<file path="config.mk">
export PLATFORM = sky130hd
export DESIGN_NAME = tlp_crc_append
export DESIGN_NICKNAME = d
export VERILOG_FILES = /design/src/rtl/tlp_crc_append.sv
export SDC_FILE = /design/constraint.sdc
export NUM_CORES = 1
export LEC_CHECK = 0
export BUFFER_PORTS_ARGS = -buffer_cell sky130_fd_sc_hd__buf_2
export CORE_MARGIN = 2
export CORE_UTILIZATION = 55
export CTS_CLUSTER_DIAMETER = 30
export DETAILED_ROUTE_END_ITERATION = 16
export PLACE_DENSITY = 0.88
export SYNTH_ARGS = -nofsm -noshare
export SYNTH_HDL_FRONTEND = slang
export SYNTH_SLANG_ARGS = --single-unit
</file>
<file path="constraint.sdc">
create_clock -name clk -period 4.39 [get_ports clk]
set_clock_uncertainty 0.1 [all_clocks]
set_input_delay 0.6585 -clock clk [delete_from_list [all_inputs] [get_ports clk]]
set_output_delay 0.6585 -clock clk [all_outputs]
set_load 0.1 [all_outputs]
</file>
<file path="src/rtl/tlp_crc_append.sv">
// Appends a bit-serial CRC to a TLP word, folding one byte per cycle, and
// optionally stamps a 12-bit sequence number into the top 16 bits.
module tlp_crc_append #(
    parameter int                DATA_W = 128,
    parameter int                CRC_W  = 16,
    parameter logic [CRC_W-1:0]  POLY   = 16'h1021,
    parameter logic [CRC_W-1:0]  INIT   = 16'hFFFF,
    parameter bit                SEQ_EN = 1'b1
) (
    input  logic              clk,
    input  logic              rst,
    input  logic              in_valid,
    output logic              in_ready,
    input  logic [DATA_W-1:0] data_in,
    output logic              out_valid,
    input  logic              out_ready,
    output logic [DATA_W-1:0] crc_out,
    output logic [11:0]       seq_num,
    output logic              busy
);
    localparam int WORK_W = DATA_W - CRC_W;
    localparam int N      = WORK_W / 8;
    localparam int CNT_W  = (N > 1) ? $clog2(N) : 1;
    localparam logic [CNT_W-1:0] LAST = CNT_W'(N - 1);

    typedef enum logic [1:0] {
        IDLE = 2'd0,
        CALC = 2'd1,
        DONE = 2'd2
    } state_t;

    state_t              state_q, state_d;
    logic [WORK_W-1:0]   work_q, work_d;
    logic [WORK_W-1:0]   shift_q, shift_d;
    logic [CRC_W-1:0]    crc_q, crc_d;
    logic [CNT_W-1:0]    cnt_q, cnt_d;
    logic                out_valid_q, out_valid_d;
    logic [DATA_W-1:0]   crc_out_q, crc_out_d;
    logic [11:0]         seq_q, seq_d;
    logic [WORK_W-1:0]   accept_word;
    logic [CRC_W-1:0]    crc_fold;
    logic                unused_low_bits;

    function automatic logic [CRC_W-1:0] fold_byte(input logic [CRC_W-1:0] crc_in,
                                                   input logic [7:0]       data_byte);
        logic [CRC_W-1:0] c;
        logic             fb;
        c = crc_in;
        for (int i = 7; i >= 0; i--) begin
            fb = c[CRC_W-1] ^ data_byte[i];
            c  = {c[CRC_W-2:0], 1'b0} ^ (fb ? POLY : '0);
        end
        return c;
    endfunction

    // The low CRC_W bits of data_in are reserved for the CRC and carry nothing.
    assign unused_low_bits = ^data_in[CRC_W-1:0];

    always_comb begin
        accept_word = data_in[DATA_W-1:CRC_W];
        if (SEQ_EN) begin
            accept_word[WORK_W-1 -: 16] = {4'b0000, seq_q};
        end
    end

    // shift_q presents the next byte to fold at its top; work_q keeps the original word.
    assign crc_fold = fold_byte(crc_q, shift_q[WORK_W-1 -: 8]);

    // Handshakes: a TLP is taken on a clock edge where in_valid && in_ready, and
    // a result is consumed on an edge where out_valid && out_ready. Once
    // out_valid rises, crc_out and seq_num hold until that consuming edge.
    always_comb begin
        state_d     = state_q;
        work_d      = work_q;
        shift_d     = shift_q;
        crc_d       = crc_q;
        cnt_d       = cnt_q;
        out_valid_d = out_valid_q;
        crc_out_d   = crc_out_q;
        seq_d       = seq_q;
        case (state_q)
            IDLE: begin
                if (in_valid) begin
                    work_d  = accept_word;
                    shift_d = accept_word;
                    crc_d   = INIT;
                    cnt_d   = '0;
                    state_d = CALC;
                end
            end
            CALC: begin
                crc_d   = crc_fold;
                shift_d = shift_q << 8;
                cnt_d   = cnt_q + CNT_W'(1);
                if (cnt_q == LAST) begin
                    out_valid_d = 1'b1;
                    crc_out_d   = {work_q, crc_fold};
                    state_d     = DONE;
                end
            end
            DONE: begin
                if (out_ready) begin
                    out_valid_d = 1'b0;
                    seq_d       = seq_q + 12'd1;
                    state_d     = IDLE;
                end
            end
            default: state_d = IDLE;
        endcase
    end

    always_ff @(posedge clk) begin
        if (rst) begin
            state_q     <= IDLE;
            work_q      <= '0;
            shift_q     <= '0;
            crc_q       <= INIT;
            cnt_q       <= '0;
            out_valid_q <= 1'b0;
            crc_out_q   <= '0;
            seq_q       <= '0;
        end else begin
            state_q     <= state_d;
            work_q      <= work_d;
            shift_q     <= shift_d;
            crc_q       <= crc_d;
            cnt_q       <= cnt_d;
            out_valid_q <= out_valid_d;
            crc_out_q   <= crc_out_d;
            seq_q       <= seq_d;
        end
    end

    assign in_ready  = (state_q == IDLE);
    assign busy      = (state_q != IDLE);
    assign out_valid = out_valid_q;
    assign crc_out   = crc_out_q;
    assign seq_num   = seq_q;

endmodule

</file>
---- Word level (Yosys, flattened, before mapping) ----
Index checks and enable logic that the tools add are counted.
operators by class
  bitwise gates (word level) .............. 16
  mux-type cells .......................... 21
  equal/unequal tests ..................... 6
  add/sub/neg operators ................... 2
  reduce and logical (&&, ||, !) cells .... 10
operator list
  operator                                       count
  case mux 112 bit (2 select lines)              1
  XOR 16 x 13 -> 16 bit                          8
  two-way mux 112 bit                            1
  two-way mux 13 bit                             8
  case mux 16 bit (2 select lines)               1
  two-way mux 16 bit                             1
  adder 12 x 1 -> 12 bit, second input constant  1
  case mux 4 bit (2 select lines)                1
  AND reduction 2 bit                            4
  XOR 1 bit                                      8
  two-way mux 2 bit                              3
  != test 2 bit, second input constant           3
  case mux 2 bit (3 select lines)                1
  AND reduction 3 bit                            2
  nonzero test 2 bit                             3
  adder 4 x 1 -> 4 bit, second input constant    1
  == test 4 bit, second input constant           1
  two-way mux 4 bit                              1
  == test 2 x 1 -> 1 bit, second input constant  1
  == test 2 bit, second input constant           1
  logical NOT 2 bit                              1
  two-way mux 1 bit                              2
  case mux 1 bit (2 select lines)                1
storage, ports and cells
  bits in registers ....................... 379
  input port bits ......................... 132
  output and inout bits ................... 143
  word-level logic and storage cells ...... 63

---- Logic depth before layout (Yosys ltp) ----
Gate-level depths: netlist (run 1).
  depth after elaboration ................. 25
  depth in mapped cells ................... 9
  gate-level depth less buffers ........... 6

---- Worst setup path before layout (run 1) ----
Ideal clock, no wire load.
  path type ............................... flip-flop to output port
  from .................................... reg state_q[1]
  to ...................................... out in_ready
  arrival time ............................ 1.644 ns
  data required time ...................... 3.632 ns
  stages on the path, launching flop included .. 4
  setup slack ............................. 1.987 ns
  cells stage by stage .................... dfxtp_1 > buf_6 > or2_2 > inv_1
between the ends
  word-level cells in the longest chain between the ends .. 1
RTL lines
  what                      line  source
  start: declaration        32    state_t state_q, state_d;
  start signal: assignment  123   state_q <= state_d;
  logical NOT 2 bit         134   assign in_ready = (state_q == IDLE);
  end: declaration          13    output logic in_ready,
No other way between the ends.

---- Final worst setup path (run 1) ----
  from .................................... reg state_q[1]
  to ...................................... reg crc_q[14]
between the ends
  word-level cells in the longest chain between the ends .. 3
RTL lines
  what                                                                  line  source
  == test 2 x 1 -> 1 bit / logical NOT 2 bit (equally long branches)    81    case (state_q)
  nonzero test 2 bit (no line) / != test 2 bit (equally long branches)  --
  AND reduction 2 bit (no line)                                         --
  end signal: assignment                                                126   crc_q <= crc_d;
  end: declaration                                                      35    logic [CRC_W-1:0] crc_q, crc_d;
Parallel ways exist; a longest one is shown, timed or not.
A chain may end at the register's enable or synchronous reset.

==> flow_summary.yaml, run 1 <==
finish:
  num-fill-cells: 1814
  syn_to_final_growth_pct: 23.3
  drive_gt1_share_pct: 19.7
  register_area_um2: 7590
  stdcell_count: 2235
  nets: 1995
  multiInputGateArea_um2: 5360
  diodes: 0
min_path:
  min-delay-start: "data_in[98]"
  worstHoldEndpoint: "work_q[82]$_SDFFE_PP0P_"
  whs_path_depth: 3
  hold_class: "in -> reg"
clocking:
  cts_made_buffers: 60
  cts_setup_buffers: 0
  clock_sinks: 379
  cts_hold_buffers: 0
  cts_max_level: 2
  tritoncts: "done"
  cts-resized-gates: 0
  clk_latency_ns: 0.56
  root_buffer: "clkbuf_16"
  clkTransAtPathRegs_ns: 0.06
  cts_buffer_depth: 3
worst_setup_path:
  cp.arrival_ns: 3.15
  worstRegToRegCells: 6
  required_ns: 4.78
  r2r-start: "state_q[1]$_SDFFE_PP0P_"
  regToRegEndpoint: "crc_q[14]$_SDFFE_PP1P_"
  startpoint_type: "flip-flop"
  path_max_fanout: 68
  worstSetupPathType: "reg -> reg"
  reg2reg_slack_ns: 1.63
  end_kind: "flip-flop"
synth:
  synth_mux_area_share_pct: 0.156
  synth_xor_area_share_pct: 2.19
  synthAdderAreaFrac_pct: 0.276
  avgSynthCellArea_um2: 8.15
  synthCells: 1669
  yosysSeqAreaShare_pct: 55.8
  yosys.area_share.simple_pct: 21.9
  ys_ff_latch: 379
  synth-warning-count: 0
  synth_edf_count: 0
  synth_top_family_by_area: "simple AND/OR/NAND/NOR gates"
  syn_area_um2: 13600
  ys_dominant_reg_cell: "dfxtp_1"
  synth_compound_area_share_pct: 14.5
  synth.distinct_cells: 41
  synthArstFlopShare_pct: 0
placed_design:
  port_buffers: 238
  post-place-ws_ns: 1.43
  routabilityCongestion: 0.845
  dpl.hpwl_mm: 22.0
  dpl.cell_count: 2122
pwr:
  p_per_area_nw_per_um2: 531
  peakVddDrop_mv: 0.359
  leakagePower_uw: 0.00661
sta:
  maxSlewViolCount: 0
  worst_pin_slew_ns: 1.10
  timing.slew.headroom_pct: 26.5
  tns_ns: 0
  layout_min_cycle_time_ns: 2.76
  setup_viol: 0
  fmax_mhz: 362
  fin_crit_sh_pct: 62.9
  fin_ws_ns: 1.63
  hold_viol_final: 0
  rsz0062_at_grt: "no"
floorplanning:
  die_area_um2: 26000
  std_cell_rows: 57
  die_y_um: 161
  boundaryPins: 275
  core_um2: 24300
  initial_core_util_pct: 55.9
  die-width_um: 161
route:
  drtIter0Drc: 1194
  drt-pass1-iter-count: 5
  wl_per_cell_um: 15.7
  ant_nets: 0
  routed_wl_mm: 35.1
  drc: 0
  viasPerCell: 5.48
  vias: 12251
job:
  max_cap_violations: 0
global_route:
  grt_usage_pct: 26.2
  grt_pass1_wl_mm: 56.6
  grt-ovfl-total: 0
  grt_max_degree: 158
  antenna_found_initial: 0
  grt_pass1_vias: 11800
run_status:
  outcome: "finished, final reports clean"
-- cell families after synthesis --
family | Yosys count
compound gates | 363
xor+xnor | 34
fa+ha+maj | 3
buf+inv | 130
flops | 379
mux | 2
other cells | 1
simple gates | 757
-- cells in the final DEF (no fill, tap or decap), types with 15 or more instances in the layout --
cell type	count
nor2_1	46
dfxtp_1	379
xnor2_1	21
nand2_1	657
nor3_1	16
buf_4	15
buf_2	237
a31oi_1	101
a21oi_1	244
clkbuf_16	60
-- layout make-up --
class	instances	share of cell area (%)
Clock inverter	47	3.24
Multi-Input combinational cell	1163	31.9
Sequential cell	379	45.2
Tap cell	324	2.42
Timing Repair Buffer	253	7.83
Inverter	3	0.0671
Clock buffer	66	9.26
-- synth_stat cells, types with 3 or more instances --
| cell type | number | area share [%] |
|---|---|---|
| buf_2 | 31 | 1.1 |
| inv_1 | 3 | 0.083 |
| dfxtp_1 | 379 | 56 |
| o21ai_1 | 5 | 0.18 |
| xnor2_1 | 21 | 1.4 |
| nand3b_1 | 6 | 0.33 |
| o21bai_1 | 8 | 0.44 |
| nor3_1 | 16 | 0.59 |
| a21oi_1 | 244 | 9.0 |
| xor2_1 | 13 | 0.84 |
| clkbuf_1 | 58 | 1.6 |
| nor2_1 | 47 | 1.3 |
| a211oi_1 | 3 | 0.17 |
| nand2_1 | 657 | 18 |
| ha_1 | 3 | 0.28 |
| nand3_1 | 6 | 0.22 |
| buf_4 | 29 | 1.6 |
| buf_6 | 9 | 0.74 |
| nand4_1 | 5 | 0.23 |
| a31oi_1 | 101 | 4.6 |
-- critical path, stage by stage, from the launching register on --
cell	delay [ns]
dfxtp_1	0.49
nor3b_4	0.32
buf_4	0.51
buf_4	0.68
or3_1	0.36
nor2_1	0.08
a21oi_1	0.12
-- power breakdown --
group / total (uW) / internal [uW] / switching (uW)
registers: 3650 / 3580 / 73.8
logic: 493 / 149 / 344
clock network: 4770 / 3020 / 1750
-- routing by layer --
metal  track usage, %  vias up  routed length (um)
met5                0        -                   0
met4             10.1        0                 993
met3             5.52       81                2750
met2             45.2      510               17100
met1             32.4     5755               14300
li1                 -     5905                   -
-- sequential cells by signal (all words and copies together) (netlist names) --
register / flops
state_q: 2
crc_q: 16
out_valid: 1
shift_q: 112
crc_out: 124
seq_num: 12
cnt_q: 4
work_q: 108
-- worst max-delay path by stage --
stage                       startpoint                     end  slack (ns)  depth (start not counted)
6_report       state_q[1]$_SDFFE_PP0P_  crc_q[14]$_SDFFE_PP1P_        1.63                          6
4_1_cts        state_q[1]$_SDFFE_PP0P_  crc_q[14]$_SDFFE_PP1P_        1.66                          6
5_1_grt        state_q[1]$_SDFFE_PP0P_   crc_q[6]$_SDFFE_PP1P_        1.43                          6
3_5_place_dp                  in_valid  crc_q[14]$_SDFFE_PP1P_        1.43                          7
3_3_place_gp                  in_valid   crc_q[5]$_SDFFE_PP1P_        1.50                          7
2_1_floorplan  state_q[1]$_SDFFE_PP0P_                in_ready        1.99                          3
-- per-stage QoR --
step	hold WS, ns	area, um^2	utilization [%]	power (uW)
6_report	0.257	16800	69.0	8910
3_3_place_gp	0.337	14700	60.3	4190
2_1_floorplan	0.332	13600	-	4070
3_5_place_dp	0.342	14700	60.3	4200
4_1_cts	0.232	16800	69.0	8970
5_1_grt	0.264	16800	69.0	9200
Power figures use the tool's default switching activity.
==> run 2, diff against run 1 <==
- CORE_UTILIZATION: 55 -> 49
- PLACE_DENSITY: 0.88 -> 0.83
- clock period: 4.39 -> 2.5 ns (I/O delays scaled with it)
==> run 2 against run 1 <==
  * Utilization down 5.7 points
  * Non-clock buffer count up 22
  * Final cell count up 3.8%
  * Critical path depth down 3
  * Combinational power up 88%
  * Hold slack worse by 0.24 ns
  * Wire length up 3.4%
  * Sequential cell count unchanged
  * Critical endpoint is now in_ready
  * Largest power group unchanged
==> flow_summary.yaml, run 2 (synthesis gave the netlist of run 1 again) <==
run_status:
  outcome: "finished, final reports clean"
worst_setup_path:
  cp_num_cells: 3
  startpoint_type: "flip-flop"
  cp_slowest_cell: "dfxtp_1"
  path_cells: "or2_2 > inv_1 > buf_2"
  worstRegToRegCells: 4
  cp.arrival_ns: 1.91
  worst-path-buf-inv: 2
  worstSetupPathType: "reg -> out"
  slowest_delay_ns: 0.48
  critPathTopFamily: "flip-flops"
  required_ns: 2.03
  end_kind: "primary output"
  path_max_fanout: 12
route:
  vias: 12327
  viasPerCell: 5.31
  drtIter0Drc: 939
  ant_nets: 0
  drt-pass1-iter-count: 7
  drc: 0
  routed_wl_mm: 36.3
  wl_per_cell_um: 15.6
min_path:
  whs_path_depth: 3
  hold_class: "in -> reg"
placed_design:
  port_buffers: 238
  dpl.cell_count: 2181
  routabilityCongestion: 0.865
  dpl.hpwl_mm: 22.2
  post_dp_cell_area_um2: 14900
finish:
  fin_util_pct: 63.3
  diodes: 0
  nets: 2025
  num-fill-cells: 2268
  postLayoutCellArea_um2: 17400
  drive_gt1_share_pct: 20.0
  layout_common_cells: "nand2_1 (657), dfxtp_1 (379), a21oi_1 (244)"
  stdcell_count: 2321
  final_common_cell: "nand2_1"
  multiInputGateArea_um2: 5360
  register_area_um2: 7590
  largest_register_ff_count: 124
  syn_to_final_growth_pct: 28.1
sta:
  maxSlewViolCount: 0
  timing.slew.headroom_pct: 49.7
  worst_pin_slew_ns: 0.754
  setup_viol: 0
  tns_ns: 0
  rsz0062_at_grt: "no"
  layout_min_cycle_time_ns: 2.38
  fmax_mhz: 420
  hold_viol_final: 0
  fin_crit_sh_pct: 95.3
clocking:
  clk_latency_ns: 0.54
  clock_sinks: 379
  root_buffer: "clkbuf_16"
  cts-resized-gates: 0
  cts_setup_buffers: 0
  cts_buffer_depth: 3
  clkTransAtPathRegs_ns: 0.05
  cts_max_level: 3
  tritoncts: "done"
  cts_made_buffers: 68
pwr:
  swShare_pct: 23.6
  p_comb_share_pct: 5.6
  p_per_area_nw_per_um2: 957
  p_sw_uw: 3940
  leakagePower_uw: 0.00686
  internal_power_uw: 12700
  power_uw: 16700
  power_frac_seq_pct: 38.5
  peakVddDrop_mv: 0.695
  p_clk_share_pct: 55.9
floorplanning:
  die-width_um: 171
  std_cell_rows: 61
  die_area_um2: 29100
  core_um2: 27600
  die_y_um: 171
  boundaryPins: 275
  initial_core_util_pct: 49.4
global_route:
  grt_pass1_vias: 11785
  grt_pass1_wl_mm: 57.2
  grt_usage_pct: 24.3
  antenna_found_initial: 0
  grt_max_degree: 113
  grt-ovfl-total: 0
job:
  max_cap_violations: 0
-- run 2: cell types whose count changed in the layout (fill, tap and decap cells not counted) --
cell           change
dlygate4sd3_1     +17
clkbuf_16         +10
buf_12             +9
inv_6              -6
buf_4              -4
clkinv_4           -4
clkbuf_1           +3
clkinvlp_4         +3
bufinv_16          +1
clkbuf_8           +1
clkinv_8           +1
inv_8              +1
-- run 2: routing by layer --
layer / track usage, % / vias to the layer above / wire, um
li1: - / 5949 / -
met2: 41.8 / 491 / 17800
met1: 29.5 / 5817 / 15000
met5: 0 / - / 0
met4: 9.55 / 0 / 774
met3: 5.44 / 70 / 2710
-- run 2: final cells by class --
type	count	share of cell area, %
clock buffers	80	10.5
flip-flops and latches	379	43.5
clock inverters	43	3.08
inverters	3	0.0646
well taps	378	2.71
multi-input cells	1163	30.7
repair buffers	275	9.37
-- run 2: final timing paths --
kind	from	end	slack [ns]
worst max register to register	state_q[1]$_SDFFE_PP0P_	shift_q[20]$_SDFFE_PP0P_	0.37
worst max-delay path	state_q[1]$_SDFFE_PP0P_	in_ready	0.12
worst min-delay path	data_in[77]	work_q[61]$_SDFFE_PP0P_	0.02
worst min register to register	work_q[48]$_SDFFE_PP0P_	crc_out[64]$_SDFFE_PP0P_	0.34
-- run 2: timing repair --
action | CTS | global route
endpoints found under the hold margin | 20 | 0
hold buffers | 17 | 0
endpoints found under the setup margin | 0 | 0
-- run 2: power groups by stage --
stage | combinational, uW | clock (uW) | sequential [uW]
6_report | 928 | 9330 | 6420
3_3_place_gp | 869 | 0 | 6520
4_1_cts | 926 | 9450 | 6410
3_5_place_dp | 892 | 0 | 6530
2_1_floorplan | 655 | 0 | 6490
5_1_grt | 1020 | 9780 | 6440
-- run 2: worst reg2reg max path, cell delays in order, from the launching register on --
cell     delay [ns]
dfxtp_1        0.48
nor3b_4        0.42
buf_4          0.56
nand2_1        0.23
a31oi_1        0.25
-- run 2: metrics by stage --
step	setup WS, ns	hold WS, ns
after global routing	0.0512	0.00595
after floorplan	0.295	0.332
after global placement	0.508	0.337
after CTS	0.114	0.000387
final	0.117	0.0196
after detailed placement	0.435	0.344
==> run 3, diff against run 2 <==
- CORE_UTILIZATION: 49 -> 54
- HOLD_SLACK_MARGIN: not set -> 0.06
- PLACE_DENSITY: 0.83 -> 0.87
- clock period: 2.5 -> 2.3 ns (I/O delays scaled with it)
==> run 3 against run 2 <==
  * Sequential power is 8.7% higher
  * Clock power up 5.4%
  * Global-route usage rose by 5.2 points
  * Final cell count rose by 1.4%
  * Power rose by 7.7%
  * Cell area increased by 4.0%
  * Non-clock buffer count is 81 higher
  * Wire length grew 11%
  * Sequential cell count unchanged
  * Die area decreased by 9.0%
  * Combinational power rose by 24%
  * Critical endpoint is now crc_out[57]$_SDFFE_PP0P_
==> flow_summary.yaml, run 3 (synthesis gave the netlist of run 1 again) <==
route:
  route.met3.wl_mm: 3.64
  vias: 13255
  met1_length_mm: 15.2
  ant_nets: 0
  viasPerCell: 5.63
  drt-pass1-iter-count: 6
  wl_per_cell_um: 17.2
  routed_wl_mm: 40.5
  drtIter0Drc: 1518
  wl_met2_mm: 19.9
  highest_layer: "met4"
  drc: 0
placed_design:
  routabilityCongestion: 0.836
  port_buffers: 238
  dpl.hpwl_mm: 22.1
clocking:
  clkTransAtPathRegs_ns: 0.05
  tritoncts: "done"
  cts_max_level: 3
  cts_setup_buffers: 0
  cts_made_buffers: 67
  cts_buffer_depth: 3
  clk_latency_ns: 0.54
  root_buffer: "clkbuf_16"
  clock_sinks: 379
global_route:
  grt-ovfl-total: 0
  antenna_found_initial: 1
  grt_max_degree: 107
  grt_usage_pct: 29.5
  grt_pass1_vias: 12755
  grt_pass1_wl_mm: 63.1
floorplanning:
  initial_core_util_pct: 54.5
  die_y_um: 163
  die_area_um2: 26500
  die-width_um: 163
  core_um2: 25000
  boundaryPins: 275
  std_cell_rows: 58
sta:
  hold_viol_final: 0
  maxSlewViolCount: 0
  worst_pin_slew_ns: 0.674
  layout_min_cycle_time_ns: 2.20
  tns_ns: 0
  fin_crit_sh_pct: 95.6
  rsz0062_at_grt: "no"
  fmax_mhz: 455
  setup_viol: 0
  timing.slew.headroom_pct: 55.0
  hold_ws_ns: 0.137
finish:
  layout_common_cells: "nand2_1 (657), dfxtp_1 (378), a21oi_1 (244)"
  drive_gt1_share_pct: 19.3
  syn_to_final_growth_pct: 33.2
  final_common_cell: "nand2_1"
  fin_util_pct: 72.6
  nets: 2105
  largest_register_ff_count: 124
pwr:
  swShare_pct: 24.8
  p_comb_share_pct: 6.4
  peakVddDrop_mv: 0.871
  p_sw_uw: 4460
  p_clk_share_pct: 54.8
  internal_power_uw: 13500
  leakagePower_uw: 0.00719
  p_per_area_nw_per_um2: 991
  power_frac_seq_pct: 38.9
worst_setup_path:
  end_kind: "flip-flop"
  worstSetupPathType: "reg -> reg"
  required_ns: 2.64
  path_max_fanout: 41
  startpoint_type: "flip-flop"
  cp.arrival_ns: 2.54
run_status:
  outcome: "finished, final reports clean"
min_path:
  hold_class: "in -> reg"
job:
  max_cap_violations: 0
[run 3: cell types whose count changed in the layout (fill, tap and decap cells not counted), sizes merged]
cell,previous run,this run
buf,258,259
bufinv,8,5
clkbuf,80,75
clkinv,17,18
clkinvlp,9,6
diode,0,1
dlygate4sd3,17,97
inv,12,21
[run 3: area by class of cell]
type	instances	area, um^2
inverter	3	11.3
sequential	379	7590
timing repair buffer	356	2470
fill	1634	6840
multi-input combinational	1163	5360
clock buffer	75	1760
clock inverter	47	523
antenna	1	2.50
tap	330	413
[run 3: final timing paths]
path                            from                   endpoint  slack (ns)  depth (start not counted)
max            cnt_q[1]$_SDFFE_PP0P_   crc_out[57]$_SDFFE_PP0P_        0.10                          7
min                              rst    seq_num[4]$_SDFFE_PP0P_        0.14                          2
max reg2reg    cnt_q[1]$_SDFFE_PP0P_   crc_out[57]$_SDFFE_PP0P_        0.10                          7
min reg2reg  work_q[95]$_SDFFE_PP0P_  crc_out[111]$_SDFFE_PP0P_        0.35                          2
[run 3: critical path, stage by stage, from the launching register on]
cell and delay (ns):
dfxtp_1 0.38, inv_1 0.07, ha_1 0.19, nand4_2 0.14
or2_4 0.49, buf_12 0.29, nand2_1 0.13, a21oi_1 0.25
[run 3: layer usage]
metal,track usage (%),up-vias
li1,-,6137
met3,6.98,172
met2,50.6,795
met1,34.4,6151
met4,15.0,0
met5,0,-
[run 3: power groups by stage]
| stage | registers, uW | logic, uW | clock network, uW |
|---|---|---|---|
| 6_report | 6980 | 1150 | 9830 |
| 3_5_place_dp | 7100 | 972 | 0 |
| 3_3_place_gp | 7090 | 950 | 0 |
| 4_1_cts | 6970 | 1110 | 9900 |
| 2_1_floorplan | 7060 | 712 | 0 |
| 5_1_grt | 7000 | 1240 | 10200 |
[run 3: metrics by stage]
step | setup WS (ns) | instances | total power, uW | area (um^2)
3_3_place_gp | 0.415 | 2134 | 8040 | 14900
5_1_grt | 0.0598 | 2354 | 18500 | 18100
4_1_cts | 0.141 | 2353 | 18000 | 18100
3_5_place_dp | 0.312 | 2134 | 8070 | 14900
2_1_floorplan | 0.0949 | 1672 | 7770 | 13600
6_report | 0.102 | 2354 | 18000 | 18100
[run 3: what timing repair did]
action | 4_1_cts | 5_1_grt
hold buffers | 97 | 0
gates resized for setup | 2 | 0
hold endpoints to repair | 193 | 0
endpoints found under the setup margin | 2 | 0
